<file path="src/rtl/dm_arbiter.sv">
// Two-port round-robin arbiter/sequencer in front of the single-port data memory.
// Define DM_ARB_STAT_EN to build the saturating grant/error statistics counters.
module dm_arbiter #(
  parameter int CNT_W    = 16,
  parameter bit RST_LAST = 1'b1
) (
  input  logic             clk,
  input  logic             reset,
  input  logic             r0_req,
  input  logic             r0_we,
  input  logic [1:0]       r0_size,
  input  logic [31:0]      r0_addr,
  input  logic [31:0]      r0_wdata,
  input  logic [31:0]      r0_pc,
  output logic             r0_ack,
  output logic             r0_err,
  output logic [31:0]      r0_rdata,
  input  logic             r1_req,
  input  logic             r1_we,
  input  logic [1:0]       r1_size,
  input  logic [31:0]      r1_addr,
  input  logic [31:0]      r1_wdata,
  input  logic [31:0]      r1_pc,
  output logic             r1_ack,
  output logic             r1_err,
  output logic [31:0]      r1_rdata,
  output logic [1:0]       dm_sel,
  output logic [31:0]      dm_addr,
  output logic [31:0]      dm_wd,
  output logic [1:0]       dm_l_or_s,
  output logic [31:0]      dm_pc,
  input  logic [31:0]      dm_rd,
  output logic [CNT_W-1:0] stat_g0,
  output logic [CNT_W-1:0] stat_g1,
  output logic [CNT_W-1:0] stat_err
);

  typedef enum logic [1:0] {IDLE, ACCESS, ACK} state_t;

  state_t      state;
  logic        last;
  logic        gnt_port;
  logic        gnt_err;
  logic        gnt_we;

  logic        req_any;
  logic        sel;
  logic        g_we;
  logic [1:0]  g_size;
  logic [31:0] g_addr;
  logic [31:0] g_wdata;
  logic [31:0] g_pc;
  logic        g_illegal;

  // Tie goes to the port not served last; a lone request wins outright.
  always_comb begin
    req_any   = r0_req | r1_req;
    sel       = (r0_req & r1_req) ? ~last : r1_req;
    g_we      = sel ? r1_we    : r0_we;
    g_size    = sel ? r1_size  : r0_size;
    g_addr    = sel ? r1_addr  : r0_addr;
    g_wdata   = sel ? r1_wdata : r0_wdata;
    g_pc      = sel ? r1_pc    : r0_pc;
    g_illegal = (g_size == 2'b11) ||
                (g_size == 2'b01 && g_addr[0]) ||
                (g_size == 2'b00 && g_addr[1:0] != 2'b00);
  end

  always_ff @(posedge clk or posedge reset) begin
    if (reset) begin
      state     <= IDLE;
      last      <= RST_LAST;
      gnt_port  <= 1'b0;
      gnt_err   <= 1'b0;
      gnt_we    <= 1'b0;
      r0_ack    <= 1'b0;
      r0_err    <= 1'b0;
      r0_rdata  <= '0;
      r1_ack    <= 1'b0;
      r1_err    <= 1'b0;
      r1_rdata  <= '0;
      dm_sel    <= '0;
      dm_addr   <= '0;
      dm_wd     <= '0;
      dm_l_or_s <= '0;
      dm_pc     <= '0;
    end else begin
      case (state)
        IDLE: begin
          if (req_any) begin
            last     <= sel;
            gnt_port <= sel;
            gnt_err  <= g_illegal;
            gnt_we   <= g_we;
            state    <= ACCESS;
            // Rejected requests keep the whole memory bus quiet.
            if (!g_illegal) begin
              dm_sel    <= g_size;
              dm_addr   <= g_addr;
              dm_wd     <= g_wdata;
              dm_pc     <= g_pc;
              dm_l_or_s <= g_we ? 2'b10 : 2'b01;
            end
          end
        end
        ACCESS: begin
          dm_sel    <= '0;
          dm_addr   <= '0;
          dm_wd     <= '0;
          dm_pc     <= '0;
          dm_l_or_s <= '0;
          if (gnt_port) begin
            r1_ack <= 1'b1;
            r1_err <= gnt_err;
            if (!gnt_err && !gnt_we) r1_rdata <= dm_rd;
          end else begin
            r0_ack <= 1'b1;
            r0_err <= gnt_err;
            if (!gnt_err && !gnt_we) r0_rdata <= dm_rd;
          end
          state <= ACK;
        end
        ACK: begin
          r0_ack <= 1'b0;
          r0_err <= 1'b0;
          r1_ack <= 1'b0;
          r1_err <= 1'b0;
          state  <= IDLE;
        end
        default: state <= IDLE;
      endcase
    end
  end

`ifdef DM_ARB_STAT_EN
  localparam logic [CNT_W-1:0] ONE = {{(CNT_W-1){1'b0}}, 1'b1};

  logic [CNT_W-1:0] g0_q, g1_q, err_q;

  always_ff @(posedge clk or posedge reset) begin
    if (reset) begin
      g0_q  <= '0;
      g1_q  <= '0;
      err_q <= '0;
    end else if (state == IDLE && req_any) begin
      if (!sel && g0_q != '1)     g0_q  <= g0_q + ONE;
      if (sel && g1_q != '1)      g1_q  <= g1_q + ONE;
      if (g_illegal && err_q != '1) err_q <= err_q + ONE;
    end
  end

  assign stat_g0  = g0_q;
  assign stat_g1  = g1_q;
  assign stat_err = err_q;
`else
  assign stat_g0  = '0;
  assign stat_g1  = '0;
  assign stat_err = '0;
`endif

endmodule

</file>
<file path="config.mk">
export PLATFORM = sky130hd
export DESIGN_NAME = dm_arbiter
export DESIGN_NICKNAME = d
export VERILOG_FILES = /design/src/rtl/dm_arbiter.sv
export SDC_FILE = /design/constraint.sdc
export NUM_CORES = 1
export LEC_CHECK = 0
export BUFFER_PORTS_ARGS = -buffer_cell sky130_fd_sc_hd__buf_2
export CAP_MARGIN = 20
export CORE_AREA = 2 2 175 177
export DETAILED_ROUTE_END_ITERATION = 10
export DIE_AREA = 0 0 177 179
export PLACE_DENSITY = 0.64
export SYNTH_ARGS = -nofsm -noshare
export SYNTH_HDL_FRONTEND = slang
export SYNTH_SLANG_ARGS = --single-unit
export TNS_END_PERCENT = 50
</file>
<file path="constraint.sdc">
create_clock -name clk -period 6.73 [get_ports clk]
set_input_delay 0.673 -clock clk [delete_from_list [all_inputs] [get_ports clk]]
set_output_delay 0.673 -clock clk [all_outputs]
set_load 0.005 [all_outputs]
</file>
==> results.yml, run 1 <==
worst_setup_path:
  end_kind: "flop"
  r2r_end: "dm_wd[6]$_DFFE_PP0P_"
  cp_max_fo: 59
  criticalPathCategory: "flop to flop"
  r2r_start: "last$_DFFE_PP1P_"
  crit_required_ns: 6.99
  critPathSlowestCell: "a21bo_4"
  rr_worst_depth: 7
  regToRegSetupSlack_ns: 2.79
  critical_path_buf_inv_count: 2
  critPathMostFrequentCell: "buf_4"
  arrival_ns: 4.20
  crit_chain: "a21bo_4 > nand3_1 > a211oi_4 > buf_4 > or2_4 > buf_4 > a211oi_1"
  cp-start-kind: "flop"
  cp_slowest_stage_delay_ns: 0.74
  cpLargestDelayFamily: "compound AO/OA/AOI/OAI gates"
clock_network:
  cts.clk_slew.worst_paths_ns: 0.08
  root_buffer: "clkbuf_16"
  cts-resized-gates: 0
  cts_tree: "yes"
  cts_sinks: 174
  hold_buffers: 0
  cts_buffers: 17
  worstSkewPairLatency_ns: 0.42
  cts_max_level: 4
  clock_path_buffers: 2
  cts_setup_buffers: 0
global_route:
  grt_pass1_wl_um: 36260
  grt_overflow: 0
  grt_use_total_pct: 14.84
  first_global_vias: 6491
  grt_antenna_before_repair: 0
  grt_max_degree: 66
floorplanning:
  die_h_um: 179
  start_util_pct: 27.59
  io_pins: 450
  core_area_mm2: 0.03003
  die-area_mm2: 0.03168
  dieWidth_um: 177
  rows: 64
logic_synthesis:
  synth_top_family_by_area: "multiplexers"
  synth-simple-area-share_pct: 7.370
  synth_area_per_cell_um2: 11.87
  ys.warnings.count: 0
  synth_compound_area_share_pct: 11.37
  syn_inst: 698
  ys_seq_area_share_pct: 52.58
  synth.top_cell.area_share_pct: 52.26
  synth_fa_ha_area_share_pct: 0
  yosysTopAreaCell: "dfrtp_1"
  yosys.area_share.xor_xnor_pct: 0
  synth_mux_area_share_pct: 20.42
  synth.area.top_cells: "dfrtp_1 (52%), mux2i_1 (12%), mux2_1 (8.4%), a211oi_1 (8.1%), nor3_1 (5.9%)"
  ys_seq_elements: 174
  synth.distinct_cells: 39
  syn-cell-area_mm2: 0.008284
cells_and_area:
  drive_gt1_share_pct: 43.18
  n_antenna_cell: 0
  final_common_cell: "buf_2"
  most-common-layout-cells: "buf_2 (401), dfrtp_1 (173), nor3_1 (98)"
  nNetsFinal: 1298
  syn2layout_area_growth_pct: 33.02
  nFillCells: 3009
routing:
  wl_per_cell_um: 16.49
  drt_wl_total_um: 24290
  dr.pass1.iters: 5
  drc_errors: 0
  vias_per_cell: 4.534
  antenna_left: 0
  drt_iter0_drc: 220
  num_vias: 6678
sta:
  rsz0062_at_grt: "false"
  clock_skew_ns: 0.01485
  whs_ns: 0.3214
  tightest_slew_ns: 0.9429
  hold_viol_final: 0
  timing.final.crit_share_pct: 58.55
  finalCriticalPeriod_ns: 3.940
  fmax_mhz: 253.8
  slew_viol_final: 0
  setup_tns_ns: 0
  relSlewSlack_pct: 37.14
  setup_viol: 0
place:
  io_buffers: 401
  gp_congestion: 0.7543
  dp_hpwl_um: 17630
job:
  maxCapViolations: 0
hold_path:
  hp-class: "primary input to asynchronous set/reset pin"
status:
  status: "complete, no violations"
pwr:
  total_power_mw: 4.549
  power.leakage_nw: 5.668
  p_per_area_mw_per_mm2: 412.8
  irDropWorstVdd_v: 0.0001704
-- power by group --
group	switching, mW	total (mW)	internal, mW
sequential	0.272	1.81	1.54
combinational	0.902	1.74	0.837
clock	0.490	0.997	0.507
-- flip-flops by register name (all words and copies together), names as in the netlist, 2 cells and up --
| name | flops |
|---|---|
| dm_pc | 32 |
| dm_sel | 2 |
| r1_rdata | 32 |
| dm_l_or_s | 2 |
| r0_rdata | 32 |
| dm_wd | 32 |
| state | 2 |
| dm_addr | 32 |
-- through the flow --
step	instances	area, µm²	setup WS (ns)	util (%)
finish	1473	11020	2.790	36.70
global route	1473	11020	2.537	36.70
CTS	1473	11020	2.751	36.70
detailed placement	1441	10430	2.501	34.73
global placement	1441	10430	2.597	34.73
floorplan	745	8461	1.342	-
-- layer usage --
metal	global-route usage, %	wire, µm	vias up
li1	-	-	3219
met1	18.48	10380	3167
met2	25.54	11890	277
met3	3.414	1738	15
met4	4.511	279	0
met5	0	0	-
-- layout make-up --
cell class	count	area, µm²	area share (%)
well taps	396	495.5	4.496
multi-input cells	452	3461	31.41
repair buffers	411	2082	18.89
clock inverters	14	150.1	1.363
flip-flops and latches	174	4355	39.53
clock buffers	18	439.2	3.985
inverters	8	36.28	0.3293
-- synthesized netlist by cell type, drive strengths merged --
library cell  number
a211oi            98
a21bo              1
a21boi             1
a21o               1
a21oi              6
a22o               1
a31oi              3
and2               1
buf               82
clkbuf            29
conb               1
dfrtp            173
dfstp              1
inv                8
mux2              64
mux2i             97
nand2              4
nand2b             1
nand3              2
nand3b             2
nor2               6
nor2b              4
nor3              98
nor4               1
o2111a             1
o2111ai            1
o211a              1
o21ai              6
o22ai              1
o32ai              1
or2                1
or4                1
-- worst max-delay path by stage --
stage,start,endpoint,cells after the start
after floorplan,reset,dm_addr[0]$_DFFE_PP0P_,1
after global placement,r1_req,dm_wd[2]$_DFFE_PP0P_,8
after detailed placement,r1_req,dm_wd[6]$_DFFE_PP0P_,8
after CTS,last$_DFFE_PP1P_,dm_wd[6]$_DFFE_PP0P_,7
after global routing,last$_DFFE_PP1P_,dm_pc[14]$_DFFE_PP0P_,7
final,last$_DFFE_PP1P_,dm_wd[6]$_DFFE_PP0P_,7
-- cell families (layout without fill, tap and decap cells) --
logic type / count (synthesis) / count (layout)
other: 1 / 48
AO/OA/AOI/OAI: 122 / 122
buffers and inverters: 119 / 451
multiplexers: 161 / 161
AND/OR/NAND/NOR: 121 / 121
flip-flops: 174 / 174
Note: power is estimated with default switching activity, not from simulation.
==> run 2, diff against run 1 <==
==> constraint.sdc (replaced) <==
create_clock -name clk -period 3.87 [get_ports clk]
set_input_delay 0.387 -clock clk [delete_from_list [all_inputs] [get_ports clk]]
set_output_delay 0.387 -clock clk [all_outputs]
set_load 0.005 [all_outputs]
==> results.yml, run 2 (same netlist as run 1, synthesis figures left out) <==
status:
  status: "complete, no violations"
hold_path:
  hp-class: "primary input to asynchronous set/reset pin"
sta:
  whs_ns: 0.07916
  slew_viol_final: 0
  rsz0062_at_grt: "false"
  timing.final.crit_share_pct: 78.12
  setup_tns_ns: 0
  tightest_slew_ns: 1.010
  hold_viol_final: 0
  setup_viol: 0
  clock_skew_ns: 0.009112
  fmax_mhz: 330.8
  setup_slack_ns: 0.8466
  finalCriticalPeriod_ns: 3.023
  relSlewSlack_pct: 32.67
pwr:
  switchingPower_mw: 2.853
  total_power_mw: 7.868
  p_per_area_mw_per_mm2: 711.2
  irDropWorstVdd_v: 0.0002430
  sequentialPowerShare_pct: 40.2
  power.leakage_nw: 5.681
  internal_power_mw: 5.016
  power_frac_comb_pct: 38.9
  swShare_pct: 36.25
  p_clk_share_pct: 20.9
floorplanning:
  core_area_mm2: 0.03003
  die_h_um: 179
  io_pins: 450
  die-area_mm2: 0.03168
  dieWidth_um: 177
  start_util_pct: 27.59
  rows: 64
clock_network:
  cts_sinks: 174
  clock_path_buffers: 2
  cts-resized-gates: 0
  cts_max_level: 4
  cts_setup_buffers: 0
  cts.clk_slew.worst_paths_ns: 0.07
  cts_buffers: 17
  cts_tree: "yes"
  root_buffer: "clkbuf_16"
  hold_buffers: 0
  worstSkewPairLatency_ns: 0.42
worst_setup_path:
  crit_chain: "a21bo_4 > buf_4 > buf_4 > mux2i_1 > o21ai_1 > o211a_1"
  cp-start-kind: "flop"
  r2r_start: "last$_DFFE_PP1P_"
  criticalPathCategory: "flop to flop"
  r2r_end: "dm_l_or_s[1]$_DFFE_PP0P_"
  cp_slowest_stage_delay_ns: 0.76
  critical_path_buf_inv_count: 2
  rr_worst_depth: 6
  cpLargestDelayFamily: "buffers and inverters"
  cp_max_fo: 48
  critPathMostFrequentCell: "buf_4"
  end_kind: "flop"
  crit_required_ns: 4.18
  arrival_ns: 3.33
  critPathSlowestCell: "buf_4"
  regToRegSetupSlack_ns: 0.85
global_route:
  gr-max-usage-layer: "met2"
  grt.met2_usage_pct: 26.72
  first_global_vias: 6666
  met1_usage_pct: 18.01
  gr-usage-met3_pct: 4.029
  grt_use_total_pct: 15.18
  grt_overflow: 0
  grt_pass1_wl_um: 37010
  grt_max_degree: 101
  grt_antenna_before_repair: 2
cells_and_area:
  nNetsFinal: 1302
  finalNonFillerCells: 1478
  nFillCells: 3000
  most-common-layout-cells: "buf_2 (401), dfrtp_1 (173), nor3_1 (98)"
  syn2layout_area_growth_pct: 33.54
  final_common_cell: "buf_2"
  fin_area_mm2: 0.01106
  drive_gt1_share_pct: 43.29
  fin_util_pct: 36.84
routing:
  drc_errors: 0
  drt_wl_total_um: 24870
  vias_per_cell: 4.596
  antenna_left: 0
  dr.pass1.iters: 5
  num_vias: 6793
  drt_iter0_drc: 214
  wl_per_cell_um: 16.83
place:
  place_area_mm2: 0.01046
  io_buffers: 401
  pre_cts_ws_ns: 0.7717
  dp_hpwl_um: 17880
  gp_congestion: 0.7320
  dp.cells: 1443
job:
  maxCapViolations: 0
-- run 2: cell count changes in the layout (fill, tap and decap cells not counted) --
cell | previous run | this run
clkinv_8 | 3 | 0
diode_2 | 0 | 1
buf_12 | 0 | 1
inv_8 | 4 | 1
clkinvlp_4 | 1 | 3
buf_16 | 0 | 2
inv_6 | 3 | 5
clkbuf_1 | 0 | 1
clkinv_2 | 2 | 3
buf_4 | 10 | 11
-- run 2: routing by layer --
metal / up-vias / wire, µm
met3: 19 / 1784
met5: - / 13
li1: 3224 / -
met2: 279 / 12380
met1: 3269 / 10300
met4: 2 / 388
-- run 2: final cells by class --
type	count	area [µm²]	area share, %
antenna	1	2.502	0.02262
clock buffer	19	442.9	4.004
clock inverter	13	106.4	0.9613
inverter	8	35.03	0.3167
multi-input combinational	452	3461	31.28
sequential	174	4355	39.37
tap	396	495.5	4.479
timing repair buffer	415	2165	19.57
-- run 2: worst register-to-register path: stages (launching register included) --
cell and delay [ns]:
dfstp_2 0.58, a21bo_4 0.32, buf_4 0.60, buf_4 0.80
mux2i_1 0.35, o21ai_1 0.12, o211a_1 0.14
-- run 2: how the worst max path moves through the flow --
stage,startpoint,endpoint,slack [ns],cells past startpoint
finish,last$_DFFE_PP1P_,dm_l_or_s[1]$_DFFE_PP0P_,0.85,6
global placement,r1_req,dm_l_or_s[1]$_DFFE_PP0P_,0.85,7
global route,last$_DFFE_PP1P_,dm_l_or_s[1]$_DFFE_PP0P_,0.62,6
detailed placement,r1_req,dm_l_or_s[1]$_DFFE_PP0P_,0.77,7
floorplan,reset,dm_addr[0]$_DFFE_PP0P_,1.26,1
CTS,last$_DFFE_PP1P_,dm_l_or_s[1]$_DFFE_PP0P_,0.77,6
-- run 2: power groups by stage --
stage          Clock [mW]  Sequential (mW)  Combinational, mW
2_1_floorplan           0             3.20               1.68
3_3_place_gp            0             3.18               3.05
3_5_place_dp            0             3.20               3.12
4_1_cts              1.71             3.18               3.11
5_1_grt              1.78             3.28               3.40
6_report             1.64             3.17               3.06
==> run 3, diff against run 2 <==
==> constraint.sdc (replaced) <==
create_clock -name clk -period 3.03 [get_ports clk]
set_input_delay 0.303 -clock clk [delete_from_list [all_inputs] [get_ports clk]]
set_output_delay 0.303 -clock clk [all_outputs]
set_load 0.005 [all_outputs]
==> results.yml, run 3 (same netlist as run 1, synthesis figures left out) <==
status:
  status: "complete, no violations"
global_route:
  grt_max_degree: 101
  grt_overflow: 0
  grt_pass1_wl_um: 36780
  grt_antenna_before_repair: 0
  first_global_vias: 6522
  grt_use_total_pct: 15.04
sta:
  tightest_slew_ns: 0.7086
  finalCriticalPeriod_ns: 2.303
  setup_tns_ns: 0
  rsz0062_at_grt: "false"
  timing.final.crit_share_pct: 76.00
  setup_slack_ns: 0.7272
  clock_skew_ns: 0.01638
  fmax_mhz: 434.3
  slew_viol_final: 0
  setup_viol: 0
  relSlewSlack_pct: 52.66
  hold_viol_final: 0
pwr:
  internal_power_mw: 6.465
  irDropWorstVdd_v: 0.0003632
  p_clk_share_pct: 21.7
  power.leakage_nw: 5.729
  p_per_area_mw_per_mm2: 914.7
  total_power_mw: 10.21
  swShare_pct: 36.67
  power_frac_comb_pct: 38.8
  switchingPower_mw: 3.744
  sequentialPowerShare_pct: 39.5
worst_setup_path:
  cp_slowest_stage_delay_ns: 0.58
  critical_path_buf_inv_count: 1
  cpLargestDelayFamily: "compound AO/OA/AOI/OAI gates"
  arrival_ns: 2.59
  crit_required_ns: 3.32
  crit_chain: "nor2b_1 > o32ai_1 > o2111a_4 > or2_4 > buf_4 > a211oi_1"
  cp-start-kind: "flop"
  critPathSlowestCell: "dfstp_2"
  criticalPathCategory: "flop to flop"
  end_kind: "flop"
  cp_max_fo: 32
clock_network:
  cts_sinks: 174
  clock_path_buffers: 2
  cts_buffers: 17
  cts.clk_slew.worst_paths_ns: 0.09
  cts_setup_buffers: 0
  root_buffer: "clkbuf_16"
  cts_max_level: 4
  hold_buffers: 1
  worstSkewPairLatency_ns: 0.43
  cts_tree: "yes"
  cts-resized-gates: 0
routing:
  met2_wirelength_um: 12500
  top_layer: "met4"
  drt_iter0_drc: 249
  drt_wl_total_um: 24920
  wl_met1_um: 10430
  drc_errors: 0
  dr.pass1.iters: 4
  num_vias: 6816
  antenna_left: 0
  wl_met3_um: 1681
  wl_per_cell_um: 16.81
  vias_per_cell: 4.599
place:
  place_area_mm2: 0.01056
  io_buffers: 401
  dp_hpwl_um: 18320
  pre_cts_ws_ns: 0.7219
  gp_congestion: 0.7522
cells_and_area:
  n_antenna_cell: 0
  most-common-layout-cells: "buf_2 (401), dfrtp_1 (173), nor3_1 (98)"
  fin_area_mm2: 0.01116
  final_common_cell: "buf_2"
  syn2layout_area_growth_pct: 34.72
  drive_gt1_share_pct: 43.55
  nNetsFinal: 1307
  fin_util_pct: 37.17
floorplanning:
  start_util_pct: 27.59
  dieWidth_um: 177
  rows: 64
  io_pins: 450
  core_area_mm2: 0.03003
  die-area_mm2: 0.03168
  die_h_um: 179
job:
  maxCapViolations: 0
hold_path:
  hp-class: "primary input to flop"
## run 3: worst paths after layout
path	start	endpoint	slack, ns	cells after the start
setup / recovery	last$_DFFE_PP1P_	dm_wd[20]$_DFFE_PP0P_	0.73	6
hold reg to reg	r0_rdata[19]$_DFFE_PP0P_	r0_rdata[19]$_DFFE_PP0P_	0.48	1
max in group asynchronous	reset	r0_rdata[22]$_DFFE_PP0P_	1.74	4
setup reg to reg	last$_DFFE_PP1P_	dm_wd[20]$_DFFE_PP0P_	0.73	6
min in group asynchronous	reset	r0_rdata[16]$_DFFE_PP0P_	0.55	3
hold / removal	dm_rd[16]	r0_rdata[16]$_DFFE_PP0P_	0.1	2
## run 3: layout make-up
type / count / area, µm²
fill: 2978 / 18870
sequential: 174 / 4355
multi-input combinational: 452 / 3461
timing repair buffer: 420 / 2227
tap: 396 / 495.5
clock buffer: 18 / 439.2
clock inverter: 14 / 147.6
inverter: 8 / 35.03
## run 3: routing by layer
layer  up-vias  track usage (%)
met3        14            3.393
met2       287            26.77
met1      3271            18.11
li1       3244                -
met5         -                0
met4         0            4.373
## run 3: power groups by stage
| stage | logic (mW) | clock network, mW | registers [mW] |
|---|---|---|---|
| 6_report | 3.96 | 2.21 | 4.04 |
| 2_1_floorplan | 2.14 | 0 | 4.09 |
| 3_3_place_gp | 3.92 | 0 | 4.05 |
| 3_5_place_dp | 4.03 | 0 | 4.08 |
| 5_1_grt | 4.39 | 2.39 | 4.17 |
| 4_1_cts | 4.03 | 2.29 | 4.05 |
## run 3: through the flow
stage | cells | hold slack, ns
after global routing | 1482 | 0.07542
after global placement | 1449 | 0.4599
after floorplan | 745 | 0.3730
after detailed placement | 1449 | 0.4625
after CTS | 1482 | 0.07697
final | 1482 | 0.1000
